<file path="config.mk">
export PLATFORM = sky130hd
export DESIGN_NAME = io_sw_debounce
export DESIGN_NICKNAME = d
export VERILOG_FILES = /design/src/rtl/io_sw_debounce_pkg.sv /design/src/rtl/io_sw_debounce_bit.sv /design/src/rtl/io_sw_debounce.sv
export SDC_FILE = /design/constraint.sdc
export NUM_CORES = 1
export LEC_CHECK = 0
export ABC_AREA = 1
export CAP_MARGIN = 20
export CORE_ASPECT_RATIO = 0.9
export CORE_MARGIN = 5
export CORE_UTILIZATION = 53
export DETAILED_ROUTE_END_ITERATION = 10
export GPL_ROUTABILITY_DRIVEN = 0
export PLACE_DENSITY = 0.78
export SYNTH_ARGS = -nofsm -noshare
export SYNTH_HDL_FRONTEND = slang
export SYNTH_SLANG_ARGS = --single-unit
</file>
<file path="constraint.sdc">
create_clock -name clk_i -period 2.1 [get_ports clk_i]
set_clock_uncertainty 0.05 [all_clocks]
set_input_delay 0.42 -clock clk_i [delete_from_list [all_inputs] [get_ports clk_i]]
set_output_delay 0.42 -clock clk_i [all_outputs]
set_load 0.05 [all_outputs]
</file>
<file path="src/rtl/io_sw_debounce_pkg.sv">
// Shared IO definitions: word width, debounce defaults, common word type.
// Latency: n/a (declarations only).
// Backpressure: n/a.
package io_pkg;

    localparam int IO_WIDTH        = 32;
    localparam int DEF_TICK_DIV    = 50000;  // 1 ms at 50 MHz
    localparam int DEF_STABLE_CNT  = 4;
    localparam int DEF_SYNC_STAGES = 2;

    // Same word type the core's output IO registers use.
    typedef logic [IO_WIDTH-1:0] io_word_t;

    // Counter width for a count of 0..n-1; keeps at least one bit so n=1 still elaborates.
    function automatic int cnt_width(input int n);
        return (n > 1) ? $clog2(n) : 1;
    endfunction

endpackage

</file>
<file path="src/rtl/io_sw_debounce_bit.sv">
// One switch bit: flop synchroniser, tick-gated stability counter, debounced level, edge pulses.
// Latency: SYNC_STAGES cycles plus up to STABLE_CNT ticks from raw change to state_o.
// Backpressure: none; state_o may be sampled at any time and changes at most once per tick.
module sw_debounce_bit
    import io_pkg::*;
#(
    parameter int SYNC_STAGES = DEF_SYNC_STAGES,
    parameter int STABLE_CNT  = DEF_STABLE_CNT
) (
    input  logic clk_i,
    input  logic rst_ni,
    input  logic raw_i,
    input  logic tick_i,
    output logic state_o,
    output logic rise_o,
    output logic fall_o,
    output logic acc_o
);

    localparam int            CW       = cnt_width(STABLE_CNT);
    localparam logic [CW-1:0] CNT_LAST = CW'(STABLE_CNT - 1);

    logic [SYNC_STAGES-1:0] sync_q, sync_d;
    logic [CW-1:0]          cnt_q, cnt_d;
    logic                   state_q, state_d;
    logic                   rise_q, rise_d;
    logic                   fall_q, fall_d;
    logic                   sync_s;
    logic                   acc;

    // Plain shift chain: raw enters stage 0, the last stage is the synchronised level.
    always_comb begin
        sync_d = {sync_q[SYNC_STAGES-2:0], raw_i};
    end

    assign sync_s = sync_q[SYNC_STAGES-1];

    // Count consecutive ticks that disagree with the debounced level; accept on the last one.
    always_comb begin
        cnt_d   = cnt_q;
        state_d = state_q;
        acc     = 1'b0;
        if (tick_i) begin
            if (sync_s == state_q) begin
                cnt_d = '0;
            end else if (cnt_q == CNT_LAST) begin
                state_d = sync_s;
                cnt_d   = '0;
                acc     = 1'b1;
            end else begin
                cnt_d = cnt_q + CW'(1);
            end
        end
        rise_d = acc & sync_s;
        fall_d = acc & ~sync_s;
    end

    // Edge pulses are registered alongside state so they line up with the new level.
    always_ff @(posedge clk_i or negedge rst_ni) begin
        if (!rst_ni) begin
            sync_q  <= '0;
            cnt_q   <= '0;
            state_q <= 1'b0;
            rise_q  <= 1'b0;
            fall_q  <= 1'b0;
        end else begin
            sync_q  <= sync_d;
            cnt_q   <= cnt_d;
            state_q <= state_d;
            rise_q  <= rise_d;
            fall_q  <= fall_d;
        end
    end

    assign state_o = state_q;
    assign rise_o  = rise_q;
    assign fall_o  = fall_q;
    assign acc_o   = acc;

endmodule

</file>
<file path="src/rtl/io_sw_debounce.sv">
// Switch/button input block: shared sample prescaler, per-bit debounce, sticky W1C event flags.
// Latency: SYNC_STAGES+(STABLE_CNT-1)*TICK_DIV+1 .. SYNC_STAGES+STABLE_CNT*TICK_DIV cycles.
// Backpressure: none; io_sw_o is a level the core samples at will, events hold until cleared.
module io_sw_debounce
    import io_pkg::*;
#(
    parameter int NUM_BITS    = 32,
    parameter int SYNC_STAGES = DEF_SYNC_STAGES,
    parameter int TICK_DIV    = DEF_TICK_DIV,
    parameter int STABLE_CNT  = DEF_STABLE_CNT
) (
    input  logic                clk_i,
    input  logic                rst_ni,
    input  logic [NUM_BITS-1:0] sw_raw_i,
    input  io_word_t            event_clr_i,
    output io_word_t            io_sw_o,
    output io_word_t            sw_rise_o,
    output io_word_t            sw_fall_o,
    output io_word_t            sw_event_o,
    output logic                tick_o
);

    localparam int            PW         = $clog2(TICK_DIV);
    localparam logic [PW-1:0] PRESC_LAST = PW'(TICK_DIV - 1);

    logic [PW-1:0]       presc_q, presc_d;
    logic                tick;
    logic [NUM_BITS-1:0] state_v, rise_v, fall_v, acc_v;
    io_word_t            state_w, rise_w, fall_w, acc_w;
    io_word_t            event_q, event_d;

    assign tick = (presc_q == PRESC_LAST);

    // Free-running 0..TICK_DIV-1 prescaler; tick is the single wrap cycle.
    always_comb begin
        presc_d = tick ? '0 : presc_q + PW'(1);
    end

    genvar gi;
    generate
        for (gi = 0; gi < NUM_BITS; gi++) begin : g_bit
            sw_debounce_bit #(
                .SYNC_STAGES (SYNC_STAGES),
                .STABLE_CNT  (STABLE_CNT)
            ) u_bit (
                .clk_i   (clk_i),
                .rst_ni  (rst_ni),
                .raw_i   (sw_raw_i[gi]),
                .tick_i  (tick),
                .state_o (state_v[gi]),
                .rise_o  (rise_v[gi]),
                .fall_o  (fall_v[gi]),
                .acc_o   (acc_v[gi])
            );
        end
    endgenerate

    // Zero-extend per-bit vectors to the full IO word; upper bits never set.
    always_comb begin
        state_w                 = '0;
        rise_w                  = '0;
        fall_w                  = '0;
        acc_w                   = '0;
        state_w[NUM_BITS-1:0]   = state_v;
        rise_w[NUM_BITS-1:0]    = rise_v;
        fall_w[NUM_BITS-1:0]    = fall_v;
        acc_w[NUM_BITS-1:0]     = acc_v;
    end

    // Sticky events: an accepted edge sets the flag even if a clear lands in the same cycle.
    always_comb begin
        event_d = acc_w | (event_q & ~event_clr_i);
    end

    // Prescaler and event register state.
    always_ff @(posedge clk_i or negedge rst_ni) begin
        if (!rst_ni) begin
            presc_q <= '0;
            event_q <= '0;
        end else begin
            presc_q <= presc_d;
            event_q <= event_d;
        end
    end

    assign io_sw_o    = state_w;
    assign sw_rise_o  = rise_w;
    assign sw_fall_o  = fall_w;
    assign sw_event_o = event_q;
    assign tick_o     = tick;

endmodule

</file>
### Word-level counts from Yosys, hierarchy flattened

Cells that the tools add are included.

* $add $sub $neg: 33
* $mul: 0
* divide/modulo/power cells: 0
* $lt $le $gt $ge: 0
* eq/ne operators: 65
* shift operators: 0
* muxes and demuxes: 161
* bitwise logic cells: 131
* reductions and logical operators: 32

Operators by type and width (count)
* 2-bit two-way mux: 64
* 1-bit two-way mux: 96
* 3-bit AND reduction: 32
* 2-bit by 1-bit adder with 2-bit output (second input constant): 32
* 1-bit bitwise AND: 64
* 2-bit == test (second input constant): 32
* 1-bit inverter: 64
* 32-bit bitwise AND: 1
* 1-bit == test: 32
* 32-bit inverter: 1
* 32-bit bitwise OR: 1
* 16-bit by 1-bit adder with 16-bit output (second input constant): 1
* 16-bit == test (second input constant): 1
* 16-bit two-way mux: 1

* register bits: 272
* bits in latches: 0
* RAM bits: 0
* ROM bits: 0
* bits of input ports: 66
* output and inout bits: 129
* word-level logic and storage cells: 584
* memories: 0

### Longest topological paths before layout

Gate-level depths: netlist (run 1).

* depth in word-level cells: 5
* mapped depth: 9
* depth with buffers taken out: 9

### Hierarchy

A second synthesis (run 1) with hierarchy kept.

* cell total of the unflattened synthesis: 1109
* area total of the unflattened synthesis: 11309.6 um^2

By module, submodules not included
* sw_debounce_bit: instances 32, cells an instance 28, area each 289.0 um^2, seq. area each 175.2 um^2
* io_sw_debounce: instances 1, cells an instance 213, area each 2060.7 um^2, seq. area each 1201.2 um^2

### Worst setup path before layout (run 1)

OpenSTA, ideal clock, no wires.

* path type: register to output
* start: register presc_q[0]
* end: output port tick_o
* data arrival time: 1.619 ns
* required time: 1.630 ns
* slack: 0.011 ns
* stages on the path, launching flop included: 6
* path buffers: 1
* cell sequence: dfrtp_1 -> ha_1 -> nand3_1 -> nor2_2 -> clkbuf_1 -> and2_1

* word-level cells in the longest chain between the ends: 1

RTL lines
* start, declared: line io_sw_debounce.sv:26 `logic [PW-1:0] presc_q, presc_d;`
* start signal, assigned: line io_sw_debounce.sv:81 `presc_q <= presc_d;`
* 16-bit == test: line io_sw_debounce.sv:32 `assign tick = (presc_q == PRESC_LAST);`
* end, declared: line io_sw_debounce.sv:20 `output logic tick_o`

No other way between the ends.

### Worst setup path in the final report (run 1)

* start: register presc_q[4]
* end: output port tick_o

Same word-level chain as after synthesis.

==> run metrics, run 1 <==
core area 0.0210 mm²; Tot GR Track Use 19.1%; Distinct cells, synth 20; Die X 164 µm; data arrival time of the critical path 1680 ps; max-cap viol count 0; CP required 1630 ps; first-pass GRT wire length 38.9 mm; Mapped Nets 1249; layout cells sized above 1 7.93%; Setup-failing EPs final 1; average wire per standard cell 14.7 µm; CTS max path bufs 3; die area 0.0245 mm²; Post-Route M1 WL 10.3 mm; Syn Inst Count 1150; DR iter-0 viols 478; clock sink count 272; Crit Path Category reg2out; Crit. End Element output pin; Routed Antenna Nets 0; outcome finished, violations left; Routed met3 length 1.55 mm; Initial Util 54.3%; CTS Buf Count 28; Final Hold Viols 0; final cycle utilization of the critical path 103%; Avg Cell Area, Syn 9.89 µm²; area growth from synthesis to layout 22.7%; drt total wl 23.2 mm; vias in the first global route 7940; grt ovf 0; via count 7968; initial antenna violation count 0; post-synth top area share 59.9%; number of vias per cell 5.02; Final Non-Filler Cells 1586; post-route setup TNS -52.5 ps; number of H-tree levels 1; largest area contributor in the netlist dfrtp_1; IR Drop Worst-Case VDD 0.000526 V; failing checks setup timing; DRC viols 0; most frequent cells in the layout dfrtp_1, nand2_1, nor2_1, dlygate4sd2_1, nand3_1; Die H 149 µm; startpoint types register; DR pass1 iterations 5; DR WL met2 11.0 mm; Post-Place Worst Slack 197 ps; number of synthesized register bits 272; Worst-Skew Late Latency 530 ps; RSZ-0062 raised after global routing yes; I/O Buffers 194; Leak 7.88 nW; type of the tightest min-delay check in2async; post-synthesis sequential area ratio 59.9%; post-route setup slack -52.5 ps; Clock Tree Root clkbuf_16; pwr/cell area 772 mW/mm²; Core Util, Final 66.5%; most common cell after layout, fill and taps aside dfrtp_1; Synth Cell Area 0.0114 mm²; Rel. slew slack 65.4%; Post-DP HPWL 15.5 mm; IO Pins 195; Tmin final 2150 ps; Fmax achieved 0.465 GHz; Placed Cells 1523; Row Count 50; crit path max fanout 3; Pwr Total 10.8 mW; synth warn 0; Slew @ Worst Pin 521 ps; final net count 1376; clock-pin slew on the worst setup and hold paths 60 ps; top cells by area, synth dfrtp_1, nand2_1, buf_4; Top Layer Used met4; TritonCTS clock tree yes; largest net degree at the start of global routing 80; Slew Viols, Final 0
==> power breakdown <==
group,leakage (nW),total (mW),internal (mW),switching [mW]
registers,3.63,5.35,5.30,0.0469
logic,3.77,0.307,0.141,0.166
clock network,0.475,5.11,3.07,2.04
total,7.88,10.8,8.52,2.25
==> metrics by stage <==
step / instance area [µm²] / hold WS (ps)
CTS: 13900 / 254
floorplan: 11400 / 74.4
global placement: 13000 / 217
finish: 13900 / 274
global route: 13900 / 253
detailed placement: 13000 / 219
==> flip-flops by register name, indices dropped and copies added, names as in the netlist <==
signal and cells:
g_bit.u_bit.cnt_q 64, g_bit.u_bit.fall_o 32, g_bit.u_bit.rise_o 32, g_bit.u_bit.state_o 32, g_bit.u_bit.sync_q 64, presc_q 16
sw_event_o 32
==> cell usage after synthesis (all sizes together) <==
| cell type | count |
|---|---|
| dfrtp | 272 |
| nand2 | 267 |
| nor2 | 128 |
| buf | 119 |
| nand3 | 90 |
| inv | 88 |
| nand4 | 70 |
| xor2 | 38 |
| ha | 33 |
| and2 | 15 |
| o21ai | 15 |
| nor3 | 8 |
| a21oi | 3 |
| clkbuf | 3 |
| a31oi | 1 |
==> cell type report <==
| cell class | instances | area, µm² |
|---|---|---|
| clock buffer | 36 | 802 |
| multi-input combinational | 668 | 3430 |
| inverter | 88 | 330 |
| tap | 286 | 358 |
| antenna | 1 | 2.50 |
| clock inverter | 16 | 173 |
| timing repair buffer | 219 | 2040 |
| fill | 1639 | 7010 |
| sequential | 272 | 6810 |
==> critical path, cell delays in order, from the launching register on <==
cell     delay [ps]
dfrtp_2         440
nor2_4          150
nand2_4          70
nor3_4          180
and2_4          170
buf_12          130
==> final timing paths <==
check | from | endpoint | slack (ps) | cells after the start
hold / removal | rst_ni | g_bit[28].u_bit.fall_o | 270 | 2
setup reg to reg | presc_q[0] | g_bit[10].u_bit.state_o | 190 | 9
min in group clk_i | sw_raw_i[4] | g_bit[4].u_bit.sync_q[0] | 270 | 1
setup / recovery | presc_q[4] | tick_o | -50 | 5
hold reg to reg | g_bit[0].u_bit.sync_q[0] | g_bit[0].u_bit.sync_q[1] | 290 | 0
max in group asynchronous | rst_ni | g_bit[23].u_bit.sync_q[1] | 1080 | 3
==> what timing repair did <==
item,in CTS,in global routing
endpoints found under the hold margin,154,0
endpoints found under the setup margin,123,1
hold buffers,1,0
pin swaps,0,6
gates resized for setup,130,6
buffers inserted,1,8
==> logic make-up (layout without fill, tap and decap cells) <==
| kind of cell | after synthesis | after routing | share of synthesized area (%) |
|---|---|---|---|
| AO/OA/AOI/OAI | 19 | 19 | 0.847 |
| XOR/XNOR | 38 | 38 | 2.93 |
| other | 0 | 1 | 0 |
| flip-flops | 272 | 272 | 59.9 |
| adder cells (fa/ha/maj) | 33 | 33 | 3.63 |
| AND/OR/NAND/NOR | 578 | 578 | 22.3 |
| buffers and inverters | 210 | 359 | 10.4 |
==> routing by layer <==
metal / vias to the layer above / GRT usage (%)
li1: 3856 / -
met1: 3825 / 26.2
met2: 250 / 31.5
met3: 37 / 4.12
met4: 0 / 4.53
met5: - / 0
Power figures use the tool's default switching activity.
==> run 2, diff against run 1 <==
CORE_UTILIZATION = 55   (was 53)
CTS_BUF_LIST = sky130_fd_sc_hd__clkbuf_4 sky130_fd_sc_hd__clkbuf_8   (was unset)
PLACE_DENSITY = 0.8   (was 0.78)
==> run 2 against run 1 <==
  * The flow still finishes with violations (setup timing)
  * Routed wire length grew 2.7%
  * Die area shrank 3.4%
  * First-iteration DRC count shrank 19%
  * Sequential share of layout area is essentially flat
  * Critical path depth grew 1
  * Global-route usage grew 1.3 points
  * Clock power shrank 7.0%
  * Cell area is essentially flat
  * Largest power group unchanged
==> run metrics, run 2 (same netlist as run 1, synthesis figures left out) <==
outcome finished, violations left (unchanged); Worst-Skew Late Latency 550 ps (was 530 ps); most common cell after layout, fill and taps aside dfrtp_1 (unchanged); Slew Viols, Final 0 (unchanged); Final Non-Filler Cells 1585 (was 1586); DR pass1 iterations 4 (was 5); CP required 1630 ps (about the same); critical hold path startpoint sw_raw_i[16]; RSZ-0062 raised after global routing yes (unchanged); ant diodes 0 (was 1); I/O Buffers 194 (unchanged); Die H 146 µm (was 149 µm); setup slack, reg-to-reg 110 ps (was 190 ps); Setup-failing EPs final 1 (unchanged); CP Cell Sequence inv_2 -> nor2_4 -> nand2_2 -> nor3_4 -> and2_4 -> buf_12 (was nor2_4 -> nand2_4 -> nor3_4 -> and2_4 -> buf_12); grt ovf 0 (unchanged); sw frac 21.0% (was 20.9%); hold depth 1; post-route setup slack -120 ps (was -52.5 ps); Leak 7.94 nW (was 7.88 nW); via count 8083 (was 7968); Tmin final 2220 ps (was 2150 ps); die area 0.0237 mm² (was 0.0245 mm²); post-route setup TNS -120 ps (was -52.5 ps); Rel. slew slack 64.2% (was 65.4%); largest net degree at the start of global routing 65 (was 80); Placed Cells 1501 (was 1523); pwr/cell area 747 mW/mm² (was 772 mW/mm²); IR Drop Worst-Case VDD 0.000535 V (was 0.000526 V); first-pass GRT wire length 40.1 mm (was 38.9 mm); number of cells on the worst reg-to-reg path 9 (unchanged); Worst Hold End g_bit[16].u_bit.sync_q[0]; type of the tightest min-delay check in2reg (was in2async); layout cells sized above 1 10.2% (was 7.93%); area growth from synthesis to layout 22.7% (about the same); CTS Buf Count 44 (was 28); Clock Tree Root clkbuf_8 (was clkbuf_16); dpl cell area 0.0131 mm² (was 0.0130 mm²); clock-pin slew on the worst setup and hold paths 60 ps (about the same); most frequent cells in the layout dfrtp_1, nand2_1, nor2_1, dlygate4sd2_1, nand3_1 (unchanged); Core Util, Final 69.2% (was 66.5%); TritonCTS clock tree yes (unchanged); final cycle utilization of the critical path 106% (was 103%); Slew @ Worst Pin 536 ps (was 521 ps); number of H-tree levels 2 (was 1); Worst R2R Start presc_q[0] (unchanged); DRC viols 0 (unchanged); Tot GR Track Use 20.5% (was 19.1%); IO Pins 195 (unchanged); Initial Util 56.4% (was 54.3%); vias in the first global route 8204 (was 7940); DR iter-0 viols 388 (was 478); data arrival time of the critical path 1750 ps (was 1680 ps); clock sink count 272 (unchanged); Row Count 49 (was 50); max-cap viol count 0 (unchanged); failing checks setup timing (unchanged); Crit. End Element output pin (unchanged); CP max stage delay 420 ps (was 440 ps); average wire per standard cell 15.1 µm (was 14.7 µm); Cell Int Power 8.24 mW (was 8.52 mW); number of vias per cell 5.10 (was 5.02); fillcell total 1494 (was 1639); worst r2r dst g_bit[3].u_bit.state_o (was g_bit[10].u_bit.state_o); startpoint types register (unchanged); drt total wl 23.9 mm (was 23.2 mm); Fmax achieved 0.450 GHz (was 0.465 GHz); Post-DP HPWL 16.0 mm (was 15.5 mm); core area 0.0202 mm² (was 0.0210 mm²); CTS max path bufs 3 (unchanged); Switch Pwr 2.18 mW (was 2.25 mW); slowest CP cell dfrtp_1 (was dfrtp_2); initial antenna violation count 1 (was 0); logic gate share of total power 3.1% (was 2.8%); Die X 162 µm (was 164 µm); final net count 1398 (was 1376); Final Hold Viols 0 (unchanged); Clock Power Share 45.6% (was 47.5%); crit path max fanout 5 (was 3); register share of total power 51.3% (was 49.7%); Crit Path Category reg2out (unchanged); largest registers g_bit.u_bit.cnt_q (64), g_bit.u_bit.sync_q (64) (unchanged); Routed Antenna Nets 0 (unchanged); Design Area, Final 0.0139 mm² (about the same)
[run 2: cell count changes in the layout (fill, tap and decap cells not counted), moves of 2 or more]
cell / previous run / this run
clkbuf_8: 5 / 61
buf_4: 25 / 28
clkinv_2: 7 / 2
clkbuf_16: 29 / 0
clkbuf_4: 0 / 12
clkinvlp_4: 4 / 2
buf_12: 6 / 10
bufinv_16: 3 / 0
clkbuf_1: 2 / 0
[run 2: layout make-up]
cell class	count	area (µm²)	share of cell area [%]
clock inverters	4	25.0	0.179
multi-input cells	668	3400	24.4
flip-flops and latches	272	6810	48.8
well taps	255	319	2.29
clock buffers	73	930	6.66
inverters	88	330	2.37
repair buffers	225	2140	15.3
[run 2: how the worst max path moves through the flow]
| stage | start | to | cells after the start |
|---|---|---|---|
| final | presc_q[6] | tick_o | 6 |
| after global routing | presc_q[6] | tick_o | 6 |
| after CTS | presc_q[5] | tick_o | 5 |
| after detailed placement | presc_q[0] | g_bit[3].u_bit.state_o | 9 |
| after global placement | presc_q[0] | g_bit[3].u_bit.state_o | 9 |
| after floorplan | presc_q[0] | tick_o | 5 |
[run 2: repair_timing]
item | CTS | global route
gates resized for setup | 123 | 6
hold buffers | 1 | 0
endpoints found under the setup margin | 122 | 1
pin swaps | 0 | 2
endpoints found under the hold margin | 51 | 0
setup buffers | 0 | 6
[run 2: worst max-delay path, delay by kind of cell, from the launching register on]
kind | cells | cell delay, ps
DFF | 1 | 420
buffers and inverters | 2 | 220
and+or+nand+nor | 4 | 580
[run 2: routing by layer]
layer / part of all wire [%] / up-vias / GRT usage (%) / wire, µm
li1: - / 3896 / - / -
met1: 44 / 3897 / 27.6 / 10400
met2: 48 / 248 / 33.0 / 11400
met3: 7.0 / 40 / 5.41 / 1670
met4: 1.7 / 2 / 5.93 / 397
met5: 0.059 / - / 0 / 14
[run 2: power groups by stage]
stage | sequential [mW] | combinational, mW | clock [mW]
after global placement | 5.44 | 0.322 | 0
after CTS | 5.35 | 0.332 | 4.88
final | 5.35 | 0.322 | 4.75
after global routing | 5.36 | 0.366 | 5.13
after floorplan | 5.44 | 0.0555 | 0
after detailed placement | 5.45 | 0.328 | 0
[run 2: metrics by stage]
stage | setup WS [ps] | hold slack, ps | total power, mW
after global placement | 295 | 282 | 5.76
after floorplan | 10.6 | 74.4 | 5.49
after global routing | -206 | 239 | 10.9
final | -120 | 256 | 10.4
after CTS | -170 | 222 | 10.6
after detailed placement | 221 | 286 | 5.77
